--- src/rtl/rpi_reg_select_tx.sv ---
`timescale 1ns / 1ps
`default_nettype none
// +--------------------------------------------------------------------------+
// | rpi_reg_select_tx : RPi register-select link initiator (3-nibble frames) |
// | rev 1.0                                                                  |
// +--------------------------------------------------------------------------+
module rpi_reg_select_tx #(
   parameter int CLK_DIV    = 4,
   parameter int RST_CYCLES = 8
) (
   input  logic       clk,
   input  logic       reset_n,
   input  logic       link_resync,
   input  logic       req_valid,
   output logic       req_ready,
   input  logic [3:0] req_reg,
   input  logic [7:0] req_data,
   output logic       done,
   output logic       busy,
   output logic       r_reset,
   output logic       r_clk,
   output logic [3:0] r_dout
);

   localparam int CNT_MAX = (CLK_DIV > RST_CYCLES) ? CLK_DIV : RST_CYCLES;
   localparam int CW      = $clog2(CNT_MAX + 1);
   localparam logic [CW-1:0] C_DIV_LAST = CW'(CLK_DIV - 1);
   localparam logic [CW-1:0] C_RST_LAST = CW'(RST_CYCLES - 1);
   localparam logic [CW-1:0] C_ONE      = CW'(1);

   typedef enum logic [2:0] {
      S_LRST  = 3'd0,
      S_IDLE  = 3'd1,
      S_SETUP = 3'd2,
      S_HIGH  = 3'd3,
      S_LOW   = 3'd4,
      S_DONE  = 3'd5
   } state_t;

   state_t        r_state;
   logic [CW-1:0] r_cnt;
   logic [1:0]    r_phase;
   logic          r_resync_pend;
   logic [7:0]    r_shift;
   logic          r_ready;
   logic          w_div_last;
   logic          w_accept;

   // A resync in the same cycle as a request withdraws readiness, so the host
   // never sees a handshake that the block then ignores.
   assign req_ready  = r_ready && !link_resync;
   assign w_accept   = req_valid && req_ready;
   assign w_div_last = (r_cnt == C_DIV_LAST);

   always_ff @(posedge clk or negedge reset_n) begin
      if (!reset_n) begin
         r_state       <= S_LRST;
         r_cnt         <= '0;
         r_phase       <= 2'd0;
         r_resync_pend <= 1'b0;
         r_shift       <= 8'h00;
         r_ready       <= 1'b0;
         r_reset       <= 1'b1;
         r_clk         <= 1'b0;
         r_dout        <= 4'h0;
         done          <= 1'b0;
         busy          <= 1'b1;
      end else begin
         done <= 1'b0;
         case (r_state)
            S_LRST: begin
               r_resync_pend <= 1'b0;
               if (link_resync) begin
                  r_cnt <= '0;
               end else if (r_cnt == C_RST_LAST) begin
                  r_state <= S_IDLE;
                  r_cnt   <= '0;
                  r_reset <= 1'b0;
                  busy    <= 1'b0;
                  r_ready <= 1'b1;
               end else begin
                  r_cnt <= r_cnt + C_ONE;
               end
            end
            S_IDLE: begin
               if (link_resync) begin
                  r_state <= S_LRST;
                  r_cnt   <= '0;
                  r_reset <= 1'b1;
                  r_dout  <= 4'h0;
                  busy    <= 1'b1;
                  r_ready <= 1'b0;
               end else if (w_accept) begin
                  r_state <= S_SETUP;
                  r_cnt   <= '0;
                  r_phase <= 2'd0;
                  r_shift <= req_data;
                  r_dout  <= req_reg;
                  busy    <= 1'b1;
                  r_ready <= 1'b0;
               end
            end
            S_SETUP: begin
               r_resync_pend <= r_resync_pend | link_resync;
               if (w_div_last) begin
                  r_state <= S_HIGH;
                  r_cnt   <= '0;
                  r_clk   <= 1'b1;
               end else begin
                  r_cnt <= r_cnt + C_ONE;
               end
            end
            S_HIGH: begin
               r_resync_pend <= r_resync_pend | link_resync;
               if (w_div_last) begin
                  r_state <= S_LOW;
                  r_cnt   <= '0;
                  r_clk   <= 1'b0;
                  // Next nibble goes out right after the falling edge; the last
                  // nibble of the frame simply stays on the bus.
                  if (r_phase != 2'd2) begin
                     r_dout  <= r_shift[7:4];
                     r_shift <= {r_shift[3:0], 4'h0};
                  end
               end else begin
                  r_cnt <= r_cnt + C_ONE;
               end
            end
            S_LOW: begin
               r_resync_pend <= r_resync_pend | link_resync;
               if (w_div_last) begin
                  r_cnt <= '0;
                  if (r_phase == 2'd2) begin
                     r_state <= S_DONE;
                     done    <= 1'b1;
                  end else begin
                     r_state <= S_SETUP;
                     r_phase <= r_phase + 2'd1;
                  end
               end else begin
                  r_cnt <= r_cnt + C_ONE;
               end
            end
            S_DONE: begin
               r_cnt <= '0;
               if (r_resync_pend || link_resync) begin
                  r_state       <= S_LRST;
                  r_resync_pend <= 1'b0;
                  r_reset       <= 1'b1;
                  r_dout        <= 4'h0;
               end else begin
                  r_state <= S_IDLE;
                  busy    <= 1'b0;
                  r_ready <= 1'b1;
               end
            end
            default: begin
               r_state <= S_LRST;
               r_cnt   <= '0;
               r_reset <= 1'b1;
               r_clk   <= 1'b0;
               r_dout  <= 4'h0;
               busy    <= 1'b1;
               r_ready <= 1'b0;
            end
         endcase
      end
   end

endmodule
`default_nettype wire

--- config.mk ---
export PLATFORM = sky130hd
export DESIGN_NAME = rpi_reg_select_tx
export DESIGN_NICKNAME = d
export VERILOG_FILES = /design/src/rtl/rpi_reg_select_tx.sv
export SDC_FILE = /design/constraint.sdc
export NUM_CORES = 1
export LEC_CHECK = 0
export ABC_AREA = 1
export BUFFER_PORTS_ARGS = -buffer_cell sky130_fd_sc_hd__buf_2
export CAP_MARGIN = 20
export CORE_ASPECT_RATIO = 0.6
export CORE_MARGIN = 3
export CORE_UTILIZATION = 30
export CTS_CLUSTER_SIZE = 40
export DETAILED_ROUTE_END_ITERATION = 8
export SLEW_MARGIN = 40
export SYNTH_ARGS = -nofsm -noshare
export SYNTH_HDL_FRONTEND = slang
export SYNTH_SLANG_ARGS = --single-unit
--- constraint.sdc ---
create_clock -name clk -period 1.5 [get_ports clk]
set_input_delay 0.075 -clock clk [delete_from_list [all_inputs] [get_ports clk]]
set_output_delay 0.075 -clock clk [all_outputs]
set_load 0.05 [all_outputs]
Yosys cells after proc, flatten, opt, wreduce, memory -nomap -nowiden
Cells that the tools add are included.
{"block": "totals", "ff_bits": 27, "latch_bits": 0, "mem_bits_rw": 0, "mem_count": 0, "rom_bits": 0, "inputBits": 16}
{"block": "op_classes", "multipliers": 0, "n_lt_le_gt_ge": 0, "n_bitwise": 4, "addsub": 2, "n_reduce_logical": 19, "n_eq_ne": 22, "shifts": 0, "n_mux": 55, "div": 0}
{"operator": "$mux 4", "n": 10}
{"operator": "$mux 8", "n": 4}
{"operator": "$ne 2x2->1 const B", "n": 13}
{"operator": "$reduce_and 5->1", "n": 5}
{"operator": "$mux 3", "n": 8}
{"operator": "$mux 1", "n": 19}
{"operator": "$pmux 3 s6", "n": 1}
{"operator": "$pmux 4 s4", "n": 1}
{"operator": "$pmux 8 s2", "n": 1}
{"operator": "$pmux 1 s4", "n": 3}
{"operator": "$pmux 4 s3", "n": 1}
{"operator": "$mux 2", "n": 4}
{"operator": "$eq 3x2->1 const B", "n": 2}
{"operator": "$eq 3x3->1 const B", "n": 2}
{"operator": "$pmux 1 s3", "n": 2}
{"operator": "$reduce_and 6->1", "n": 1}
{"operator": "$reduce_or 3->1", "n": 2}
{"operator": "$add 4x1->4 const B", "n": 1}
{"operator": "$eq 4x2->1 const B", "n": 1}
{"operator": "$eq 4x3->1 const B", "n": 1}
{"operator": "$pmux 2 s2", "n": 1}
{"operator": "$reduce_bool 2->1", "n": 2}
{"operator": "$reduce_or 4->1", "n": 1}
{"operator": "$eq 3x1->1 const B", "n": 1}
{"operator": "12 further kinds", "n": 15}

Longest topological paths before layout
Gate-level depths: netlist of run 1.
{"block": "depth", "depth_word": 6, "mapped_depth": 9, "mapped_depth_nobuf": 8}

Least setup slack after synthesis of run 1
No wires, ideal clock.
{"block": "synth_timing", "path_type": "reg-to-reg", "from": "register r_ready", "to": "register r_shift[0]", "path_stages_with_launch": 9, "setup_slack_ps": -248, "required_ps": 1435, "synth_period_minus_slack_ps": 1748, "path_buffers": 0, "t_arrival_ps": 1683, "path_cell_list": "dfrtp_1 -> inv_1 -> nor2_1 -> nand2_1 -> nand2_2 -> nand3_1 -> nor2_4 -> nand2_1 -> nand2_1"}
{"block": "synth_via", "elab_chain_cells": 4}
{"element": "start: declaration", "line": "45", "rtl": "logic r_ready;"}
{"element": "start signal: assignment", "line": "62", "rtl": "r_ready <= 1'b0;"}
{"element": "start signal: assignment", "line": "80", "rtl": "r_ready <= 1'b1;"}
{"element": "start signal: assignment", "line": "92", "rtl": "r_ready <= 1'b0;"}
{"element": "$logic_and 1x1->1", "line": "51", "rtl": "assign req_ready = r_ready && !link_resync;"}
{"element": "via req_ready", "line": "15", "rtl": "output logic req_ready,"}
{"element": "$logic_and 1x1->1", "line": "52", "rtl": "assign w_accept = req_valid && req_ready;"}
{"element": "$ne 2x2->1 (no line)"}
{"element": "$reduce_and 5->1 (no line)"}
{"element": "end signal: assignment", "line": "97", "rtl": "r_shift <= req_data;"}
{"element": "end signal: assignment", "line": "123", "rtl": "r_shift <= {r_shift[3:0], 4'h0};"}
{"element": "end: declaration", "line": "44", "rtl": "logic [7:0] r_shift;"}
The timed path passes the listed nets, and every way through them passes these cells.
A chain may end at the register's enable or synchronous reset.

Worst setup path after layout of run 1
{"block": "layout_timing", "from": "register r_state[1]", "to": "register r_shift[2]"}
{"block": "layout_via", "elab_chain_cells": 3, "word_cells_on_any_way": 9, "cone_classes": "eq/ne (6); mux (1); reduce/logical (2)"}
{"element": "start: declaration", "line": "40", "rtl": "state_t r_state;"}
{"element": "start signal: assignment", "line": "57", "rtl": "r_state <= S_LRST;"}
{"element": "start signal: assignment", "line": "76", "rtl": "r_state <= S_IDLE;"}
{"element": "start signal: assignment", "line": "87", "rtl": "r_state <= S_LRST;"}
{"element": "$eq 3x1->1 or $eq 3x2->1 (tied branches)", "line": "70", "rtl": "case (r_state)"}
{"element": "$ne 2x2->1 (no line) or $reduce_bool 2->1 (tied branches)"}
{"element": "$reduce_and 5->1 (no line)"}
Parallel ways exist; a longest one is shown, timed or not.

==> metrics.txt, run 1 <==
outcome finished clean; sequential share of the synthesized area between 40% and 50%; starting density of the core around a third; Register-to-Register Setup Slack roughly 0.082 ns; min-delay src req_data[4]; Reg-to-Reg End r_shift[2]; hold crit path type in2reg; setup slack after layout 0.08246 ns; global-route wire length before repair ~6600 um; vias post-DR roughly 1600; die width 100.0 um; commonest non-fill, non-tap cell in the layout nand2_1; share of layout cells above drive strength 1 approximately a quarter; beginning of the worst register-to-register path r_state[1]; arrival time worst endpoint 1.63 ns; CP Class reg2reg; RSZ-0062 raised after global routing true; most frequent cells in the layout 89 x nand2_1, 27 x inv_1, 24 x buf_2; largest net degree at the start of global routing 28; clock power share slightly below 10%; antenna violations before repair 0; Final HPWL DP 2981 um; NetSw ~2.1 mW; Distinct cells, synth 22; R2R depth 7; Syn Nets between 200 and 300; Critical Path RT around 1.7 ns; Comb pwr share between 60% and 70%; sequential share of power 29.4%; Total GRT Usage a little over an eighth; setup_tns 0 ns; Cell Rows 19; die area about 0.0062 sq mm; Routed WL roughly 4000 um; worst slack at placement -0.03109 ns; Final Max Tran Viols 0; post-DR vias/cell between 4 and 5; leakage ~1.1 nW; Worst-Skew Late Latency ~0.28 ns; Sink Count 27; CP Capture Type flip-flop; H-tree depth 1; core area between 0.004 and 0.005 sq mm; Final Hold Viols 0; NumNets Final ~290; Diodes inserted 0; mapped cell area 0.001590 sq mm; worst hold path depth 5; WHS Endpoint r_shift[4]; WL per Instance around 12 um; CTS tree done; relative slew slack 58.03%; first-iteration detailed-routing DRC count 82; die height roughly 62 um; Layout area overhead 28.56%; critical path fanouts, max 8; Internal approximately 2.1 mW; Post-route DRC 0; shortest period the worst path allows ~1.4 ns; startpoint types flip-flop; clk slew on worst S/H paths 0.10 ns; Final period util a little over nine tenths; Yosys warning total 0; Max clock buf depth 2; clk root buf clkbuf_8; clock buffer count from CTS 3; ANT nets after route 0; max cap viols 0; VDD IR max 0.0009829 V; I/O pins 25; routability cong. 0.8219; fmax between 0.7 and 0.8 GHz; clk_skew between 0.006 and 0.007 ns; DRT Pass-1 Iters 4; Sw Share ~50%; grt total ovfl 0; Mapped Avg Cell Area 6.825 sq um; pwr dens roughly 2100 mW/mm^2; final setup violation count 0; Synth Register Bits 27; vias in the first global route approximately 1400; Buffers on Ports 24; Syn Inst Count 233; Worst-Margin Slew approximately 0.63 ns
## logic make-up after synthesis
logic type	after synthesis	share of synthesized area, %
AO/OA/AOI/OAI	23	7.711
XOR/XNOR	1	0.5508
adder cells (fa/ha/maj)	2	1.573
buffers and inverters	32	8.104
flip-flops	27	42.64
AND/OR/NAND/NOR	148	39.42
## layout make-up
cell class | count | area [sq um]
clock buffers | 3 | 41.29
well taps | 63 | 78.83
flip-flops and latches | 27 | 681.9
repair buffers | 38 | 247.7
multi-input cells | 174 | 874.6
inverters | 30 | 115.1
fillers | 523 | 2781
clock inverters | 1 | 5.005
## critical path, stage by stage, from the launching register on
cell     delay (ns)
dfrtp_2        0.47
nor2_2         0.16
nand3_1        0.22
nand2_4        0.16
inv_4          0.04
nor2_4         0.17
nand2_1        0.08
nand2_1        0.06
## power by group through the flow
| stage | sequential (mW) | combinational, mW | clock (mW) |
|---|---|---|---|
| floorplan | 1.40 | 1.49 | 0 |
| global placement | 1.23 | 2.31 | 0 |
| detailed placement | 1.23 | 2.32 | 0 |
| CTS | 1.21 | 2.35 | 0.447 |
| global route | 1.29 | 2.97 | 0.480 |
| finish | 1.26 | 2.60 | 0.421 |
## flip-flops by register name (all words and copies together), names as in the netlist
register,flops
r_shift,8
r_resync_pend,1
done,1
r_state,3
r_cnt,4
busy,1
r_phase,2
r_ready,1
r_clk,1
r_reset,1
r_dout,4
## metal layers
layer | up-vias | routed length (um) | track usage, %
met5 | - | 0 | 0
met4 | 0 | 13 | 1.513
met3 | 2 | 192 | 3.679
met2 | 26 | 1582 | 16.28
met1 | 714 | 2166 | 21.86
li1 | 816 | - | -
## Yosys cell counts
cell type | count | area share, %
nor2_1 | 19 | 4.5
nor2_2 | 1 | 0.39
ha_1 | 2 | 1.6
dfstp_2 | 2 | 3.3
inv_2 | 2 | 0.47
buf_2 | 1 | 0.31
o211ai_1 | 2 | 0.94
nand2_2 | 1 | 0.39
nand2_1 | 97 | 23
xor2_1 | 1 | 0.55
nand4_1 | 6 | 2.4
and2_1 | 1 | 0.39
dfrtp_1 | 25 | 39
nor3_1 | 1 | 0.31
nor2_4 | 2 | 1.4
buf_6 | 1 | 0.71
nand3_1 | 19 | 6.0
nand4_2 | 1 | 0.79
o21bai_1 | 1 | 0.47
o21ai_0 | 18 | 5.7
a21oi_1 | 2 | 0.63
inv_1 | 28 | 6.6
## timing repair
action / 4_1_cts / 5_1_grt
setup endpoints to repair: 13 / 22
gates resized for setup: 1 / 34
buffers inserted: 0 / 1
endpoints found under the hold margin: 25 / 0
hold buffers: 1 / 0
cloned: 0 / 0
pin swaps: 0 / 8
## stage by stage
step	total power, mW	hold slack [ns]	instances	util, %	cell area [sq um]
final	4.273	0.08095	336	42.36	2044
after global routing	4.741	0.09270	336	42.36	2044
after CTS	4.008	0.07301	335	40.19	1939
after detailed placement	3.550	0.1448	330	38.92	1878
after global placement	3.539	0.1242	330	38.92	1878
after floorplan	2.887	-0.2206	233	-	1593
## worst max path at each step
| stage | startpoint | endpoint | slack, ns | cells after the start |
|---|---|---|---|---|
| after floorplan | r_ready | r_shift[0] | 0.02 | 8 |
| after global placement | r_cnt[0] | r_shift[3] | 0.02 | 7 |
| after detailed placement | r_cnt[0] | r_shift[6] | -0.03 | 6 |
| after CTS | r_cnt[0] | r_state[0] | 0.0006 | 8 |
| after global routing | r_state[1] | r_ready | -0.02 | 9 |
| final | r_state[1] | r_shift[2] | 0.08 | 7 |
(Power assumes the default switching activity.)
==> run 2: changes to the inputs <==
ABC_AREA = default   (was 1)
==> run 2 against run 1 <==
  * The run now ends with setup timing left
  * Highest routed layer unchanged
  * Global-route usage grew 0.47 points
  * Synthesized area shrank 3.7%
  * Cell count shrank 16%
  * Clock skew shrank 0.0015 ns
==> metrics.txt, run 2 <==
CP Class reg2reg; share of layout cells above drive strength 1 52.51% (+26 points); dpl cells 268 (-19%); failing checks setup timing; starting density of the core 32.21% (-0.74 points); largest net degree at the start of global routing 28 (unchanged); CP Capture Type flip-flop; Sink Count 27 (unchanged); most instantiated library cell after synthesis dfrtp_1; min-delay src req_data[2]; RSZ-0062 raised after global routing true; commonest non-fill, non-tap cell in the layout buf_4; Syn Nets 177 (-29%); sequential share of the synthesized area 44.28% (+1.6 points); relative slew slack 59.03% (+0.99 points); startpoint types flip-flop; hold crit path type in2reg; fraction of registers with async set/reset 100.0% (unchanged); mapped cell area 0.001531 sq mm (-3.7%); antenna violations before repair 0 (unchanged); pwr dens 1856 mW/mm^2 (-11%); I/O pins 25 (unchanged); first-iteration detailed-routing DRC count 70 (-15%); biggest registers after layout r_shift (8), r_cnt (4), r_dout (4); ANT nets after route 0 (unchanged); Post-synth EDFFs 0 (unchanged); Synth Flop Type dfrtp_1; most frequent cells in the layout 35 x buf_4, 25 x buf_2, 22 x dfrtp_1; clock buffer count from CTS 3 (unchanged); Diodes inserted 0 (unchanged); setup slack after layout -0.1890 ns (-0.2714 ns); R2R depth 5 (-2); Final Hold Viols 0 (unchanged); NumNets Final 238 (-18%); clk_skew 0.004783 ns (-0.001502 ns); outcome finished, violations left; Mapped Avg Cell Area 9.632 sq um (+41%); shortest period the worst path allows 1.689 ns (+0.2714 ns); critical path fanouts, max 6 (-2); Synth Register Bits 27 (unchanged); Max clock buf depth 2 (unchanged); Final HPWL DP 2848 um (-4.5%); DRT Pass-1 Iters 4 (unchanged); Critical Path RT 1.73 ns (about the same); worst hold path depth 3 (-2); Buffers on Ports 24 (unchanged); Cell Rows 19 (unchanged); top cell type's share of synthesized area 40.85% (+1.5 points); die area 0.006027 sq mm (-3.4%); main area contributors after synthesis dfrtp_1 41%, nand2_1 4.7%, nand3_1 3.6%; Worst-Skew Late Latency 0.28 ns (about the same); CTS tree done; post-DR vias/cell 4.894 (+5.5%); Final Max Tran Viols 0 (unchanged); Syn Inst Count 159 (-32%); VDD IR max 0.0008923 V (-9.2%); max FFs per register 8 (unchanged); Post-synth top cells 25 x dfrtp_1, 19 x nand2_1, 11 x nand3_1, 11 x o21ai_0, 10 x inv_1; worst slack at placement -0.2288 ns (-0.1977 ns); beginning of the worst register-to-register path r_cnt[0]; final setup violation count 19 (+19); leakage 1.050 nW (-6.8%); global-route wire length before repair 6265 um (-5.5%); arrival time worst endpoint 1.91 ns (+0.28 ns); H-tree depth 1 (unchanged); WL per Instance 14.17 um (+20%); WHS Endpoint r_shift[2]; die width 98.24 um (-1.8%); Distinct cells, synth 46 (+110%); core area 0.004755 sq mm (-1.5%); Reg-to-Reg End r_cnt[2]; Final period util 112.6% (+18 points); Routed WL 3997 um (+1.1%); Yosys warning total 0 (unchanged); grt total ovfl 0 (unchanged); Tot Pwr 4.248 mW (-0.59%); Layout area overhead 49.43%; clk root buf clkbuf_8; largest area contributor in the synthesized netlist dfrtp_1; Non-Filler Instances 282 (-16%); post-layout util 48.13% (+5.8 points); clk slew on worst S/H paths 0.10 ns (about the same); Post-route DRC 0 (unchanged); max cap viols 0 (unchanged); Register-to-Register Setup Slack -0.19 ns (-0.27 ns); fmax 0.5921 GHz (-16%); die height 61.35 um (-1.7%); vias post-DR 1380 (-11%); Worst-Margin Slew 0.6146 ns (-0.01492 ns); routability cong. 0.8256 (+0.45%); vias in the first global route 1254 (-11%); Biggest register r_shift; Total GRT Usage 13.49% (+0.47 points)
==> run 2: changes by cell type after synthesis, sizes merged, moves of 3 or more <==
cell    before  now
nand4        7    0
buf          2    8
a21oi        2    5
nand3       19   11
nand2       98   19
nand2b       0    3
nor2b        0    3
mux2         0    5
nor2        22    7
clkbuf       0    3
a22o         0    4
inv         30   10
o21ai       18   12
a31oi        0    4
==> run 2: what timing repair did <==
action                                 in CTS  in global routing
gates resized for setup                    12                 22
pin swaps                                   3                  8
cloned                                      0                  1
hold buffers                                1                  0
setup endpoints to repair                  23                 23
setup buffers                               3                  5
endpoints found under the hold margin      25                  0
==> run 2: metal layers <==
layer	wire [um]	GRT usage (%)
met4	43	3.502
met2	1612	18.47
met5	0	0
met3	122	3.281
met1	2218	20.98
==> run 2: layout make-up <==
type	instances	area, sq um
Clock buffer	3	41.29
Clock inverter	1	5.005
Tap cell	63	78.83
Sequential cell	27	681.9
Inverter	10	37.54
Timing Repair Buffer	67	496.7
Fill cell	461	2466
Multi-Input combinational cell	111	947.2
==> run 2: how the worst max path moves through the flow <==
| stage | startpoint | to | slack, ns | depth (start not counted) |
|---|---|---|---|---|
| after floorplan | r_state[2] | r_ready | -0.16 | 6 |
| final | r_cnt[0] | r_cnt[2] | -0.19 | 5 |
| after global routing | r_state[2] | r_cnt[2] | -0.26 | 5 |
| after global placement | r_state[2] | r_cnt[2] | -0.19 | 4 |
| after detailed placement | r_state[2] | r_cnt[2] | -0.23 | 4 |
| after CTS | r_cnt[0] | r_cnt[2] | -0.20 | 5 |
==> run 2: worst max-delay path, cell delays in order (launching register included) <==
cell and delay, ns:
dfrtp_1 0.42, ha_4 0.19, nor4bb_1 0.14, or4_4 0.45
a2111oi_4 0.29, a211o_1 0.13
==> run 2: through the flow <==
step,setup TNS (ns),hold slack (ns),instance area [sq um]
after global placement,-1.970,0.1316,2038
after floorplan,-1.154,-0.2206,1649
final,-1.478,0.03099,2288
after global routing,-2.953,0.02278,2288
after detailed placement,-2.283,0.1329,2038
after CTS,-1.647,0.009429,2148
==> run 2: cell families after synthesis <==
logic type | share of synthesized area, %
simple gates | 24.51
compound gates | 18.79
flops | 44.28
buf+inv | 6.209
mux | 4.575
fa+ha+maj | 1.634
==> run 2: report_power, final <==
group          total (mW)  internal, mW  switching [mW]
Sequential           1.29          1.03           0.261
Clock               0.427         0.187           0.240
Combinational        2.53          1.29            1.25
Total                4.25          2.50            1.75
==> run 3: changes to the inputs <==
MAX_ROUTING_LAYER = met4   (was default)
==> run 3 against run 2 <==
  * Flip-flop and latch count unchanged
  * Die area stayed put
  * Via count increased by 0.94%
  * Largest cell class unchanged
  * Wire length shrank 0.45%
  * Fmax shrank 0.20%
  * Core utilization grew 0.079 points
  * Combinational power is essentially flat
  * Sequential power barely moved
  * The run still ends with setup timing left
  * Clock power hardly changed
  * Design area is 0.16% higher
  * Global-route usage up 0.45 points
==> metrics.txt, run 3 (synthesis gave the netlist of run 2 again) <==
grt total ovfl 0 (unchanged); NumNets Final 238 (unchanged); die height 61.35 um (unchanged); die width 98.24 um (unchanged); min-delay src req_data[2]; routability cong. 0.8381 (+1.5%); crit-path cells ha_4 > nor4bb_1 > or4_4 > a2111oi_4 > a211o_1; setup slack after layout -0.1924 ns (-0.003452 ns); GRT met1 Usage 21.11% (+0.14 points); R2R depth 5 (unchanged); critical path fanouts, max 6 (unchanged); clk_skew 0.006223 ns (+0.001440 ns); clk slew on worst S/H paths 0.10 ns (about the same); pwr dens 1855 mW/mm^2 (about the same); most frequent cells in the layout 34 x buf_4, 25 x buf_2, 22 x dfrtp_1; first-iteration detailed-routing DRC count 75 (+7.1%); WHS Endpoint r_shift[2]; Final HPWL DP 2848 um (unchanged); Non-Filler Instances 282 (unchanged); setup_tns -1.473 ns (+0.004980 ns); CP Class reg2reg; antenna violations before repair 0 (unchanged); delay-heaviest family, CP simple AND/OR/NAND/NOR gates; failing checks setup timing; fill cell count 462 (+0.22%); die area 0.006027 sq mm (unchanged); startpoint types flip-flop; commonest non-fill, non-tap cell in the layout buf_4; hold crit path type in2reg; slowest stage delay, CP 0.45 ns (about the same); max cap viols 0 (unchanged); core area 0.004755 sq mm (unchanged); clk root buf clkbuf_8; arrival time worst endpoint 1.92 ns (about the same); beginning of the worst register-to-register path r_cnt[0]; clock buffer count from CTS 3 (unchanged); vias in the first global route 1252 (-0.16%); Final Hold Viols 0 (unchanged); final setup violation count 20 (+1); WL per Instance 14.11 um (-0.45%); max FFs per register 8 (unchanged); Layout area overhead 49.67%; Worst-Skew Late Latency 0.28 ns (about the same); outcome finished, violations left; Sink Count 27 (unchanged); Max clock buf depth 2 (unchanged); RSZ-0062 raised after global routing true; Tot Pwr 4.252 mW (about the same); Biggest register r_shift; fmax 0.5909 GHz (-0.20%); Critical path buffers and inverters 0 (unchanged); shortest period the worst path allows 1.692 ns (+0.003452 ns); post-DR vias/cell 4.940 (+0.94%); VDD IR max 0.0008883 V (-0.45%); vias post-DR 1393 (+0.94%); Total GRT Usage 13.94% (+0.45 points); Final Max Tran Viols 0 (unchanged); dpl cells 268 (unchanged); global-route wire length before repair 6272 um (+0.11%); Worst-Margin Slew 0.6173 ns (+0.002701 ns); CP max stage cell or4_4; met2 Resource Use GR 18.38% (-0.097 points); biggest registers after layout r_shift (8), r_cnt (4), r_dout (4); Post-route DRC 0 (unchanged); starting density of the core 32.21% (unchanged); leakage 1.051 nW (+0.11%); Diodes inserted 0 (unchanged); Register-to-Register Setup Slack -0.19 ns (about the same); busiest layer in global routing met1; relative slew slack 58.85% (-0.18 points); H-tree depth 1 (unchanged); Routed WL 3979 um (-0.45%); Critical Path RT 1.73 ns (about the same); CTS tree done; CP Capture Type flip-flop; Final period util 112.8% (+0.23 points); I/O pins 25 (unchanged); share of layout cells above drive strength 1 52.51% (unchanged); DRT Pass-1 Iters 4 (unchanged); Reg-to-Reg End r_cnt[2]; worst hold path depth 3 (unchanged); met3 usage in global routing 3.167% (-0.11 points); largest net degree at the start of global routing 28 (unchanged); ANT nets after route 0 (unchanged); Cell Rows 19 (unchanged); Buffers on Ports 24 (unchanged)
## run 3: cell types whose count changed in the layout (fill, tap and decap cells not counted)
cell,before,now
buf_4,35,34
buf_6,3,4
## run 3: metrics by stage
stage               utilization (%)  setup WS (ns)  hold WS [ns]  area, sq um
floorplan                         -        -0.1633       -0.2206         1649
global placement              42.87        -0.1910        0.1316         2038
detailed placement            42.87        -0.2288        0.1329         2038
CTS                           45.18        -0.1974      0.009429         2148
global route                  48.21        -0.2558       0.02278         2292
finish                        48.21        -0.1924       0.03214         2292
## run 3: area by class of cell
cell class | count | area [sq um] | area share (%)
Inverter | 10 | 37.54 | 1.638
Tap cell | 63 | 78.83 | 3.439
Clock inverter | 1 | 5.005 | 0.2183
Timing Repair Buffer | 67 | 500.5 | 21.83
Clock buffer | 3 | 41.29 | 1.801
Multi-Input combinational cell | 111 | 947.2 | 41.32
Sequential cell | 27 | 681.9 | 29.75
## run 3: worst reg2reg max path, delay by kind of cell (launching register included)
family | cells | cell delay (ns)
simple gates | 2 | 0.60
compound gates | 2 | 0.43
flops | 1 | 0.42
fa+ha+maj | 1 | 0.19
## run 3: repair_timing
item                       4_1_cts  5_1_grt
pin swaps                        3        8
cloned                           0        1
setup endpoints to repair       23       23
buffers inserted                 3        5
resized for setup               12       23
hold endpoints to repair        25        0
hold buffers                     1        0
## run 3: how the worst max path moves through the flow
stage               start       end  slack [ns]  cells after the start
5_1_grt        r_state[2]  r_cnt[2]       -0.26                      5
3_3_place_gp   r_state[2]  r_cnt[2]       -0.19                      4
4_1_cts          r_cnt[0]  r_cnt[2]       -0.20                      5
3_5_place_dp   r_state[2]  r_cnt[2]       -0.23                      4
6_report         r_cnt[0]  r_cnt[2]       -0.19                      5
2_1_floorplan  r_state[2]   r_ready       -0.16                      6
## run 3: routing by layer
layer | vias up | wire [um]
met3 | 4 | 169
met2 | 25 | 1607
met1 | 669 | 2160
met5 | - | 0
li1 | 695 | -
met4 | 0 | 42
## run 3: report_power, final
part / internal [mW] / switching [mW] / total (mW)
sequential: 1.03 / 0.261 / 1.29
clock: 0.187 / 0.237 / 0.424
combinational: 1.29 / 1.25 / 2.54
total: 2.51 / 1.74 / 4.25
